`config.mk`:
```
export PLATFORM = sky130hd
export DESIGN_NAME = asymmetric_pulse_gen
export DESIGN_NICKNAME = d
export VERILOG_FILES = /design/src/rtl/asymmetric_pulse_gen_pkg.sv /design/src/rtl/asymmetric_pulse_gen_nco.sv /design/src/rtl/asymmetric_pulse_gen.sv
export SDC_FILE = /design/constraint.sdc
export NUM_CORES = 1
export LEC_CHECK = 0
export BUFFER_PORTS_ARGS = -buffer_cell sky130_fd_sc_hd__clkbuf_2
export CAP_MARGIN = 5
export CORE_ASPECT_RATIO = 0.5
export CORE_UTILIZATION = 42
export CTS_CLUSTER_DIAMETER = 200
export DETAILED_ROUTE_END_ITERATION = 8
export MAX_ROUTING_LAYER = met4
export SYNTH_ARGS = -nofsm -noshare
export SYNTH_HDL_FRONTEND = slang
export SYNTH_SLANG_ARGS = --single-unit
```
`constraint.sdc`:
```
create_clock -name clk -period 5.5 [get_ports clk]
set_input_delay 0.825 -clock clk [delete_from_list [all_inputs] [get_ports clk]]
set_output_delay 0.825 -clock clk [all_outputs]
set_load 0.02 [all_outputs]
```
`src/rtl/asymmetric_pulse_gen_pkg.sv`:
```
// Shared constants for the tach pulse emulator: clock modulus, accumulator
// and input widths.
package asymmetric_pulse_gen_pkg;

    localparam int CLK_HZ_DEFAULT = 40_000_000;
    localparam int DUTY_STEP      = CLK_HZ_DEFAULT / 16;
    localparam int ACC_W          = 26;
    localparam int SPEED_W        = 8;
    localparam int DUTY_W         = 4;

endpackage

```
`src/rtl/asymmetric_pulse_gen_nco.sv`:
```
// Phase accumulator: advances by speed_q each clk modulo CLK_HZ, strobes on
// wrap and latches new speed/duty only at a wrap or while stopped.
module pulse_nco
    import asymmetric_pulse_gen_pkg::*;
#(
    parameter int CLK_HZ = CLK_HZ_DEFAULT
) (
    input  logic               clk,
    input  logic               rst_n,
    input  logic [SPEED_W-1:0] speed,
    input  logic [DUTY_W-1:0]  duty,
    output logic [ACC_W-1:0]   acc,
    output logic [SPEED_W-1:0] speed_q,
    output logic [DUTY_W-1:0]  duty_q,
    output logic               period_tick
);

    localparam logic [ACC_W:0] MODULUS = (ACC_W + 1)'(CLK_HZ);

    // One spare bit so acc + speed_q can never wrap the adder itself.
    logic [ACC_W:0]   sum;
    logic             running;
    logic             wrap;
    logic [ACC_W-1:0] acc_next;

    always_comb begin
        running  = (speed_q != '0);
        sum      = {1'b0, acc} + (ACC_W + 1)'(speed_q);
        wrap     = running && (sum >= MODULUS);
        acc_next = '0;
        if (wrap) begin
            acc_next = ACC_W'(sum - MODULUS);
        end else if (running) begin
            acc_next = sum[ACC_W-1:0];
        end
    end

    always_ff @(posedge clk or negedge rst_n) begin
        if (!rst_n) begin
            acc         <= '0;
            speed_q     <= '0;
            duty_q      <= '0;
            period_tick <= 1'b0;
        end else begin
            acc         <= acc_next;
            period_tick <= wrap;
            if (!running || wrap) begin
                speed_q <= speed;
                duty_q  <= duty;
            end
        end
    end

endmodule

```
`src/rtl/asymmetric_pulse_gen.sv`:
```
// Emulated motor tach: a pulse train at 'speed' pulses/s whose high time is
// duty/16 of each period, plus a one-clk strobe at every period boundary.
module asymmetric_pulse_gen
    import asymmetric_pulse_gen_pkg::*;
#(
    parameter int CLK_HZ = CLK_HZ_DEFAULT
) (
    input  logic               clk,
    input  logic               reset,
    input  logic [SPEED_W-1:0] speed,
    input  logic [DUTY_W-1:0]  duty,
    output logic               pulse,
    output logic               period_tick
);

    localparam logic [ACC_W-1:0] THR_STEP = ACC_W'(CLK_HZ / 16);

    logic [ACC_W-1:0]   acc;
    logic [SPEED_W-1:0] speed_q;
    logic [DUTY_W-1:0]  duty_q;
    logic [ACC_W-1:0]   thr;

    pulse_nco #(
        .CLK_HZ(CLK_HZ)
    ) u_nco (
        .clk         (clk),
        .rst_n       (reset),
        .speed       (speed),
        .duty        (duty),
        .acc         (acc),
        .speed_q     (speed_q),
        .duty_q      (duty_q),
        .period_tick (period_tick)
    );

    // Constant multiplier: duty_q is only 4 bits, so this is a few adders.
    assign thr = ACC_W'(duty_q) * THR_STEP;

    always_ff @(posedge clk or negedge reset) begin
        if (!reset) begin
            pulse <= 1'b0;
        end else begin
            pulse <= (speed_q != '0) && (acc < thr);
        end
    end

endmodule

```
==> results of run 1 <==
[final cells by class]
cell class                 instances  area, um2  share of cell area (%)
inverter                          20       75.1                    1.72
sequential                        40       1000                    22.9
multi-input combinational        356       2880                    66.0
tap                              117        146                    3.35
timing repair buffer              16       82.6                    1.89
clock inverter                     2       38.8                   0.888
clock buffer                       6        139                    3.18
[critical path, stage by stage, from the launching register on]
cell and delay (ns):
dfrtp_1 0.53, inv_1 0.16, ha_1 0.35, fa_1 0.51, inv_1 0.04, ha_1 0.32, nor2b_1 0.14, o21ai_0 0.19
a21oi_1 0.11, o21ai_0 0.22, a21boi_0 0.15, o211ai_1 0.31, o21ai_0 0.17, o21a_1 0.20, or2_2 0.30, ha_1 0.20
a2111oi_0 0.37, o221ai_1 0.19, a2111oi_1 0.44
[what timing repair did]
item,in CTS,in global routing
endpoints found under the setup margin,0,1
buffers inserted,0,0
resized for setup,0,1
[path summary, 6_finish.rpt]
kind / slack, ns / cells after the start / endpoint / startpoint
max reg2reg: 0.47 / 18 / pulse / u_nco.duty_q[2]
max: 0.47 / 18 / pulse / u_nco.duty_q[2]
min: 0.57 / 1 / u_nco.speed_q[4] / u_nco.speed_q[4]
min in group asynchronous: 0.73 / 1 / u_nco.speed_q[0] / reset
min reg2reg: 0.57 / 1 / u_nco.speed_q[4] / u_nco.speed_q[4]
max in group asynchronous: 4.10 / 1 / u_nco.acc[24] / reset
[placed cells by master (no fill, tap or decap), drive strengths merged, types with 2 or more instances in the layout]
| cell | count |
|---|---|
| nand2b | 7 |
| a31o | 2 |
| nand3 | 16 |
| nor3b | 4 |
| mux2 | 13 |
| a211o | 2 |
| a41oi | 2 |
| a21o | 17 |
| a21oi | 30 |
| o21ai | 16 |
| a211oi | 4 |
| o211ai | 3 |
| or3 | 4 |
| nor4 | 6 |
| inv | 20 |
| nor2b | 6 |
| o21a | 3 |
| a2111oi | 3 |
| a31oi | 6 |
| o211a | 2 |
| nor2 | 15 |
| nand4b | 2 |
| ha | 53 |
| nand2 | 23 |
| nand4 | 8 |
| xnor2 | 22 |
| and4 | 3 |
| nor3 | 16 |
| clkbuf | 21 |
| and2 | 12 |
| and3 | 11 |
| fa | 3 |
| dfrtp | 40 |
| xor2 | 23 |
| o221ai | 2 |
| or2 | 4 |
[kinds of logic (layout without fill, tap and decap cells)]
| kind of cell | count (synthesis) | count (layout) | share of synthesized area (%) |
|---|---|---|---|
| AO/OA/AOI/OAI | 100 | 100 | 17.8 |
| XOR/XNOR | 45 | 45 | 10.8 |
| adder cells (fa/ha/maj) | 56 | 56 | 18.0 |
| buffers and inverters | 33 | 44 | 3.60 |
| flip-flops | 40 | 40 | 24.8 |
| multiplexers | 14 | 14 | 4.81 |
| AND/OR/NAND/NOR | 141 | 141 | 20.2 |
[registers in the layout (all words and copies together), names as in the netlist]
| register | cells |
|---|---|
| u_nco.speed_q | 8 |
| pulse | 1 |
| u_nco.period_tick | 1 |
| u_nco.acc | 26 |
| u_nco.duty_q | 4 |
[power groups by stage]
stage	registers (mW)	clock network (mW)	logic, mW
3_5_place_dp	0.470	0	1.17
2_1_floorplan	0.424	0	0.958
4_1_cts	0.465	0.364	1.19
6_report	0.464	0.355	1.19
3_3_place_gp	0.469	0	1.17
5_1_grt	0.477	0.376	1.35
[stage by stage]
stage	instance area [um2]	setup slack [ns]	util, %	total power [mW]	std cells
floorplan	4030	1.03	-	1.38	429
global route	4370	0.0557	48.5	2.20	557
detailed placement	4190	0.438	46.5	1.64	549
finish	4370	0.465	48.5	2.00	557
CTS	4370	0.397	48.5	2.02	557
global placement	4190	0.631	46.5	1.64	549
[layer usage]
metal / up-vias / global-route usage (%) / wire length [um]
met5: - / - / 0
met4: 0 / 5.31 / 103
met3: 9 / 3.68 / 426
met2: 56 / 31.1 / 3830
met1: 1560 / 29.4 / 4880
li1: 1600 / - / -
==> out/results.txt, run 1 <==
Outcome: finished, final reports clean
Initial DRT Pass Iterations: 5
Share of the synthesized area in the top cell type: 24.8%
Worst Path Arrival: 5.19 ns
# hold bufs at CTS: 0
Psw: 887 uW
Worst-Margin Slew: 1.10 ns
Number of placed I/O pins: 16
Predominant post-synthesis flop cell: dfrtp_1
Power density cells: 459 mW/mm2
Clk pwr share: 17.7%
Final setup violation count: 0
Global placement routability congestion: 0.882
Top-count cell post-synth: ha_1
Peak VDD IR: 0.269 mV
Crit path capture type: flip-flop
Comb pwr share: 59.1%
IO Port Bufs: 15
Ys Warns: 0
Setup TNS: 0 ns
RSZ-0062 raised after global routing: false
Ratio of final minimum period to clock period: 91.5%
Chip height: 71.3 um
Maximum clock rate: 199 MHz
ANT cells: 0
Full die area: 0.0100 mm2
Mapped Area: 0.00403 mm2
Gate Count Post-Synth: 429
Lkg Pwr: 2.01 nW
Sequential power share: 23.2%
# DRC: 0
Detailed placement HPWL: 7130 um
Max cap viols: 0
Initial antenna violation count: 0
Hold Path Class: flip-flop to flip-flop
Top post-synthesis cells by count: ha_1 (53), dfrtp_1 (40), a21oi_1 (27)
Most area-hungry cell type in the Yosys netlist: dfrtp_1
CP startpoint kind: flip-flop
Main area contributors after synthesis: dfrtp_1 (25%), ha_1 (16%), xnor2_1 (4.6%)
Vias/cell: 5.79
Clock skew: 0.00481 ns
WHS: 0.572 ns
Internal power: 1.12 mW
Async S/R FF share, synth: 100%
Area Growth Syn to Fin: 8.39%
First-pass GRT wire length: 15,700 um
Crit-path max FO: 9
Starting Density: 44.7%
Flops & latches, synth: 40
Worst-path clk slew: 0.06 ns
Worst slew margin: 26.6%
Routed length per instance: 16.6 um
GR Overflow Total: 0
Post-layout minimum cycle time: 5.03 ns
Fillers: 860
Initial detailed-routing violation count: 148
Sequential share of the synthesized area: 24.8%
Mean Syn Cell Area: 9.39 um2
Clock Path Buffers: 2
Final hold violation count: 0
Largest net degree at the start of global routing: 41
TritonCTS buffer count: 5
CP required: 5.66 ns
Switching share of power: 44.3%
Fraction of layout cells with a size suffix above 1: 14.1%
Num Clock Sinks: 40
Max-slew violation count: 0
Final WL: 9240 um
Detail Route Antenna Nets: 0
Clock Root Buffer: clkbuf_16
Nets: 509
Via count: 3,225
H-Tree Depth: 2
CTS tree: done
Syn Nets: 499
Total GRT Usage: 20.9%
Core ar.: 0.00901 mm2
Post-synth cell types: 70
Die width: 141 um
Num rows: 24
EDFF count, synth: 0
Crit Path Category: flip-flop to flip-flop
Later-pin clock latency in the skew report: 0.29 ns
Vias in the first global route: 3,150
(Power assumes the default switching activity.)
==> run 2, diff against run 1 <==
Clock period 5.5 ns to 4.4 ns, I/O delays scaled along.
==> run 2 against run 1 <==
Compared with the run above: flip-flop and latch count is the same; sequential share of layout area shrank 2.0 points; die area is the same; power grew 40%; first-iteration DRC count grew 41%; maximum frequency grew 18%; via count grew 2.3%; utilization grew 4.9 points; hold slack lost 0.017 ns; final area grew 10%.
==> out/results.txt, run 2 (synthesis gave the netlist of run 1 again) <==
Outcome: finished, final reports clean
RSZ-0062 raised after global routing: true
Global placement routability congestion: 0.857 (-2.8%)
Area Growth Syn to Fin: 19.4%
Final WL: 9700 um (+5.0%)
First-pass GRT wire length: 16,100 um (+2.6%)
Lkg Pwr: 2.17 nW (+7.6%)
Routed length per instance: 16.5 um (-0.56%)
Most common cell after layout, fill and taps aside: ha_1
Max cap viols: 0 (unchanged)
CP startpoint kind: flip-flop
Hold Path Class: input pin to async pin
H-Tree Depth: 2 (unchanged)
Area of the multi-input gates: 0.00309 mm2 (+7.3%)
Post-layout minimum cycle time: 4.25 ns (-0.784 ns)
Maximum clock rate: 235 MHz (+18%)
IO Port Bufs: 15 (unchanged)
Number of placed I/O pins: 16 (unchanged)
Initial DRT Pass Iterations: 4 (-1)
Dpl cell area: 0.00435 mm2 (+4.0%)
ANT cells: 0 (unchanged)
Vias/cell: 5.61 (-3.1%)
Num rows: 24 (unchanged)
Fillers: 853 (-0.81%)
Fin area: 0.00481 mm2 (+10%)
Worst slack, placed: -0.148 ns (-0.586 ns)
GR Overflow Total: 0 (unchanged)
Nets: 540 (+6.1%)
Worst Path Arrival: 4.43 ns (-0.76 ns)
# DRC: 0 (unchanged)
CP required: 4.58 ns (-1.08 ns)
Final WS setup: 0.149 ns (-0.316 ns)
Sequential Area: 0.00100 mm2 (+0.37%)
Die width: 141 um (unchanged)
Largest regs: u_nco.acc: 26 flops, u_nco.speed_q: 8 flops, u_nco.duty_q: 4 flops
Worst r2r src: u_nco.duty_q[3]
Detailed placement HPWL: 7400 um (+3.7%)
Most frequent cells in the layout: ha_1 (45), dfrtp_1 (37), buf_4 (31)
Num Clock Sinks: 40 (unchanged)
Later-pin clock latency in the skew report: 0.29 ns (about the same)
Ratio of final minimum period to clock period: 96.6% (+5.1 points)
Total Power: 2.81 mW (+40%)
# hold bufs at CTS: 0 (unchanged)
Core ar.: 0.00901 mm2 (unchanged)
Largest net degree at the start of global routing: 41 (unchanged)
Full die area: 0.0100 mm2 (unchanged)
Peak VDD IR: 0.334 mV (+24%)
CTS tree: done
Crit Path Category: flip-flop to flip-flop
Worst Setup SP: u_nco.duty_q[3]
Worst-path clk slew: 0.07 ns (about the same)
Largest reg by FF count: u_nco.acc
Power density cells: 584 mW/mm2 (+27%)
Chip height: 71.3 um (unchanged)
Starting Density: 44.7% (unchanged)
Crit-path max FO: 4 (-5)
Clock Root Buffer: clkbuf_16
Vias in the first global route: 3,219 (+2.2%)
Worst-Margin Slew: 1.07 ns (-0.0342 ns)
Via count: 3,300 (+2.3%)
Clock Path Buffers: 2 (unchanged)
Clock skew: 0.00372 ns (-0.00109 ns)
Total GRT Usage: 21.4% (+0.48 points)
Max-slew violation count: 0 (unchanged)
Final setup violation count: 0 (unchanged)
Crit path capture type: flip-flop
TritonCTS buffer count: 5 (unchanged)
Worst slew margin: 28.8% (+2.3 points)
Initial detailed-routing violation count: 208 (+41%)
Fraction of layout cells with a size suffix above 1: 26.8% (+13 points)
Max reg flops: 26 (unchanged)
Final hold violation count: 0 (unchanged)
Initial antenna violation count: 0 (unchanged)
Detail Route Antenna Nets: 0 (unchanged)
-- run 2: routing by layer --
layer | GRT usage (%) | up-vias | share of wire [%]
met5 | - | - | 0
met4 | 4.59 | 0 | 0.67
met3 | 4.08 | 7 | 3.2
met2 | 31.9 | 44 | 44
met1 | 30.1 | 1591 | 53
li1 | - | 1658 | -
-- run 2: power by group --
| group | leakage [nW] | internal, mW | total (mW) | switching, mW |
|---|---|---|---|---|
| logic | 1.59 | 0.856 | 1.80 | 0.947 |
| clock network | 0.0804 | 0.270 | 0.436 | 0.166 |
| registers | 0.495 | 0.462 | 0.573 | 0.111 |
-- run 2: area by class of cell --
cell class	count	area share, %
clock inverter	3	0.962
tap	117	3.04
sequential	40	20.9
clock buffer	5	2.60
inverter	20	1.56
timing repair buffer	47	6.63
multi-input combinational	356	64.3
-- run 2: timing repair --
action                                  CTS  global route
setup buffers                             3             6
resized for setup                        10            38
pin swaps                                 7            21
endpoints found under the setup margin    1            24
-- run 2: worst paths after layout --
path	slack, ns	depth (start not counted)	to
max	0.15	21	pulse
min	0.55	1	u_nco.speed_q[0]
max reg2reg	0.15	21	pulse
min reg2reg	0.56	1	u_nco.speed_q[6]
max in group asynchronous	3.12	1	u_nco.duty_q[3]
min in group clk	0.56	1	u_nco.speed_q[6]
-- run 2: critical path, cell delays in order, from the launching register on --
cell	delay [ns]
dfrtp_2	0.46
ha_4	0.27
ha_4	0.27
ha_4	0.13
inv_2	0.04
fa_2	0.38
nor2b_4	0.13
o21ai_2	0.08
a21oi_2	0.17
o21ai_2	0.08
a21boi_1	0.17
o211ai_1	0.12
buf_4	0.15
nor3b_2	0.15
nor2_1	0.07
xor2_1	0.14
ha_1	0.31
nand4_1	0.13
nor2_2	0.08
a2111oi_4	0.36
o221ai_2	0.15
a2111oi_2	0.30
-- run 2: per-stage QoR --
step / hold WS [ns] / utilization (%) / instances / setup TNS (ns)
3_5_place_dp: 0.537 / 48.3 / 571 / -0.148
4_1_cts: 0.556 / 50.7 / 582 / 0
2_1_floorplan: 0.364 / - / 429 / 0
3_3_place_gp: 0.539 / 48.3 / 571 / -0.0919
6_report: 0.555 / 53.4 / 588 / 0
5_1_grt: 0.566 / 53.4 / 588 / -0.151
==> run 3, diff against run 2 <==
Settings changed: BUFFER_PORTS_ARGS -buffer_cell sky130_fd_sc_hd__clkbuf_2 to -buffer_cell sky130_fd_sc_hd__buf_4.
==> run 3 against run 2 <==
Compared with the run above: die area unchanged; flip-flop and latch count is the same; clock-buffer cell count is the same; cell count grew 0.51%; utilization up 0.39 points; sequential share of layout area down 0.15 points; combinational power hardly changed; via count rose by 2.0%; largest power group unchanged.
==> out/results.txt, run 3 (synthesis gave the netlist of run 1 again) <==
Psw: 1.23 mW (+0.41%)
Vias/cell: 5.70 (+1.5%)
Worst Path Arrival: 4.42 ns (about the same)
Worst slew margin: 48.1% (+19 points)
Setup TNS: 0 ns (unchanged)
Lkg Pwr: 2.18 nW (+0.82%)
Total GRT Usage: 22.1% (+0.71 points)
Vias in the first global route: 3,349 (+4.0%)
Fraction of layout cells with a size suffix above 1: 27.2% (+0.46 points)
Full die area: 0.0100 mm2 (unchanged)
Initial DRT Pass Iterations: 4 (unchanged)
Nets: 543 (+0.56%)
Sequential power share: 20.2% (-0.2 points)
Max-slew violation count: 0 (unchanged)
Starting Density: 44.7% (unchanged)
Most frequent cells in the layout: buf_4 (48), ha_1 (44), dfrtp_1 (37)
Power density cells: 585 mW/mm2 (+0.12%)
Worst-Margin Slew: 0.778 ns (-0.289 ns)
Max reg flops: 26 (unchanged)
Number of placed I/O pins: 16 (unchanged)
Final setup violation count: 0 (unchanged)
IO Port Bufs: 15 (unchanged)
Crit path capture type: flip-flop
GR Overflow Total: 0 (unchanged)
WHS: 0.347 ns (-0.207 ns)
Num rows: 24 (unchanged)
Fin area: 0.00485 mm2 (+0.73%)
Switching share of power: 43.3% (-0.19 points)
Die width: 141 um (unchanged)
Most common cell after layout, fill and taps aside: buf_4
Cell Chain, Critical Path: buf_6 > ha_4 > ha_4 > inv_1 > fa_2 > nor2b_4 > o21ai_2 > a21oi_2 > o21ai_2 > buf_4 > buf_4 > buf_4 > buf_4 > buf_4 > nand2_4 > xnor2_2 > ha_1 > nand4_1 > nor2_2 > a2111oi_2 > o221ai_1 > a2111oi_1
Crit-path max FO: 3 (-1)
Clock Path Buffers: 2 (unchanged)
# DRC: 0 (unchanged)
CP startpoint kind: flip-flop
Most common cell on crit path: buf_4
Fillers: 821 (-3.8%)
Detailed placement HPWL: 7390 um (-0.11%)
Detail Route Antenna Nets: 0 (unchanged)
Chip height: 71.3 um (unchanged)
Num Clock Sinks: 40 (unchanged)
Final WL: 9950 um (+2.6%)
Crit path largest cell delay: 0.43 ns (-0.03 ns)
Max cap viols: 0 (unchanged)
Initial detailed-routing violation count: 139 (-33%)
Later-pin clock latency in the skew report: 0.29 ns (about the same)
TritonCTS buffer count: 5 (unchanged)
Worst Setup SP: u_nco.duty_q[1]
Global placement routability congestion: 0.913 (+6.5%)
Clk pwr share: 15.4% (about the same)
Ratio of final minimum period to clock period: 96.8% (+0.17 points)
Largest net degree at the start of global routing: 41 (unchanged)
Final hold violation count: 0 (unchanged)
Maximum clock rate: 235 MHz (-0.17%)
CP required: 4.56 ns (-0.02 ns)
Core ar.: 0.00901 mm2 (unchanged)
Clock skew: 0.00743 ns (+0.00371 ns)
Largest regs: u_nco.acc: 26 flops, u_nco.speed_q: 8 flops, u_nco.duty_q: 4 flops
R2R cell count: 22 (+4.8%)
H-Tree Depth: 2 (unchanged)
Routed length per instance: 16.8 um (+2.1%)
Peak VDD IR: 0.389 mV (+16%)
Largest reg by FF count: u_nco.acc
Clock Root Buffer: clkbuf_16
First-pass GRT wire length: 16,800 um (+4.1%)
Worst r2r src: u_nco.duty_q[1]
Via count: 3,367 (+2.0%)
Worst-path clk slew: 0.07 ns (about the same)
Area Growth Syn to Fin: 20.3%
Crit Path Category: flip-flop to flip-flop
Comb pwr share: 64.4% (+0.3 points)
Outcome: finished, final reports clean
Post-layout minimum cycle time: 4.26 ns (+0.00743 ns)
Worst path slowest cell: dfrtp_2
Internal power: 1.61 mW (+1.2%)
Hold Path Class: input pin to async pin
RSZ-0062 raised after global routing: true
CTS tree: done
Initial antenna violation count: 0 (unchanged)
ANT cells: 0 (unchanged)
Dpl cell area: 0.00439 mm2 (+0.86%)
==> run 3: cell count changes in the layout (fill, tap and decap cells not counted), sizes merged <==
cell    before  now
clkbuf      20    5
buf         32   50
==> run 3: cell type report <==
| cell class | instances | area (um2) | share of cell area [%] |
|---|---|---|---|
| clock buffer | 5 | 125 | 2.58 |
| multi-input combinational | 356 | 3070 | 63.3 |
| timing repair buffer | 50 | 383 | 7.90 |
| clock inverter | 3 | 46.3 | 0.955 |
| tap | 117 | 146 | 3.02 |
| sequential | 40 | 1000 | 20.7 |
| inverter | 20 | 75.1 | 1.55 |
==> run 3: worst max-delay path: cells and delay by family, from the launching register on <==
family	cells	cell delay (ns)
AOI/OAI and AO/OA	6	1.23
adders and majority gates	4	1.21
buffers and inverters	7	0.81
DFF	1	0.43
and+or+nand+nor	4	0.38
xor gates and xnor gates	1	0.07
==> run 3: layer usage <==
metal  part of all wire, %  track usage (%)  routed length, um
met5                     0                -                  0
met4                   1.4             6.04                141
met3                   4.9             4.28                492
met2                    43             32.9               4230
met1                    51             30.6               5090
==> run 3: worst paths after layout <==
path | end | slack [ns]
worst max-delay path | pulse | 0.14
worst max register to register | pulse | 0.14
worst min register to register | u_nco.speed_q[6] | 0.57
min in group clk | u_nco.speed_q[6] | 0.57
max in group asynchronous | u_nco.duty_q[3] | 3.66
worst min-delay path | u_nco.speed_q[0] | 0.35
==> run 3: what timing repair did <==
| item | CTS | global route |
|---|---|---|
| resized for setup | 14 | 32 |
| buffers inserted | 10 | 2 |
| hold buffers | 0 | 0 |
| setup endpoints to repair | 1 | 25 |
| pin swaps | 11 | 24 |
==> run 3: power by group through the flow <==
stage / sequential (mW) / clock [mW] / combinational [mW]
after floorplan: 0.530 / 0 / 1.20
after global placement: 0.572 / 0 / 1.57
after detailed placement: 0.575 / 0 / 1.57
after CTS: 0.571 / 0.449 / 1.69
after global routing: 0.588 / 0.461 / 2.05
final: 0.573 / 0.435 / 1.83
==> run 3: through the flow <==
stage / total power, mW / utilization (%) / worst slack [ns] / cells
2_1_floorplan: 1.73 / - / 0.00291 / 429
3_3_place_gp: 2.14 / 48.8 / -0.111 / 571
3_5_place_dp: 2.14 / 48.8 / -0.187 / 571
4_1_cts: 2.71 / 52.2 / 0.0226 / 589
5_1_grt: 3.10 / 53.8 / -0.102 / 591
6_report: 2.83 / 53.8 / 0.141 / 591
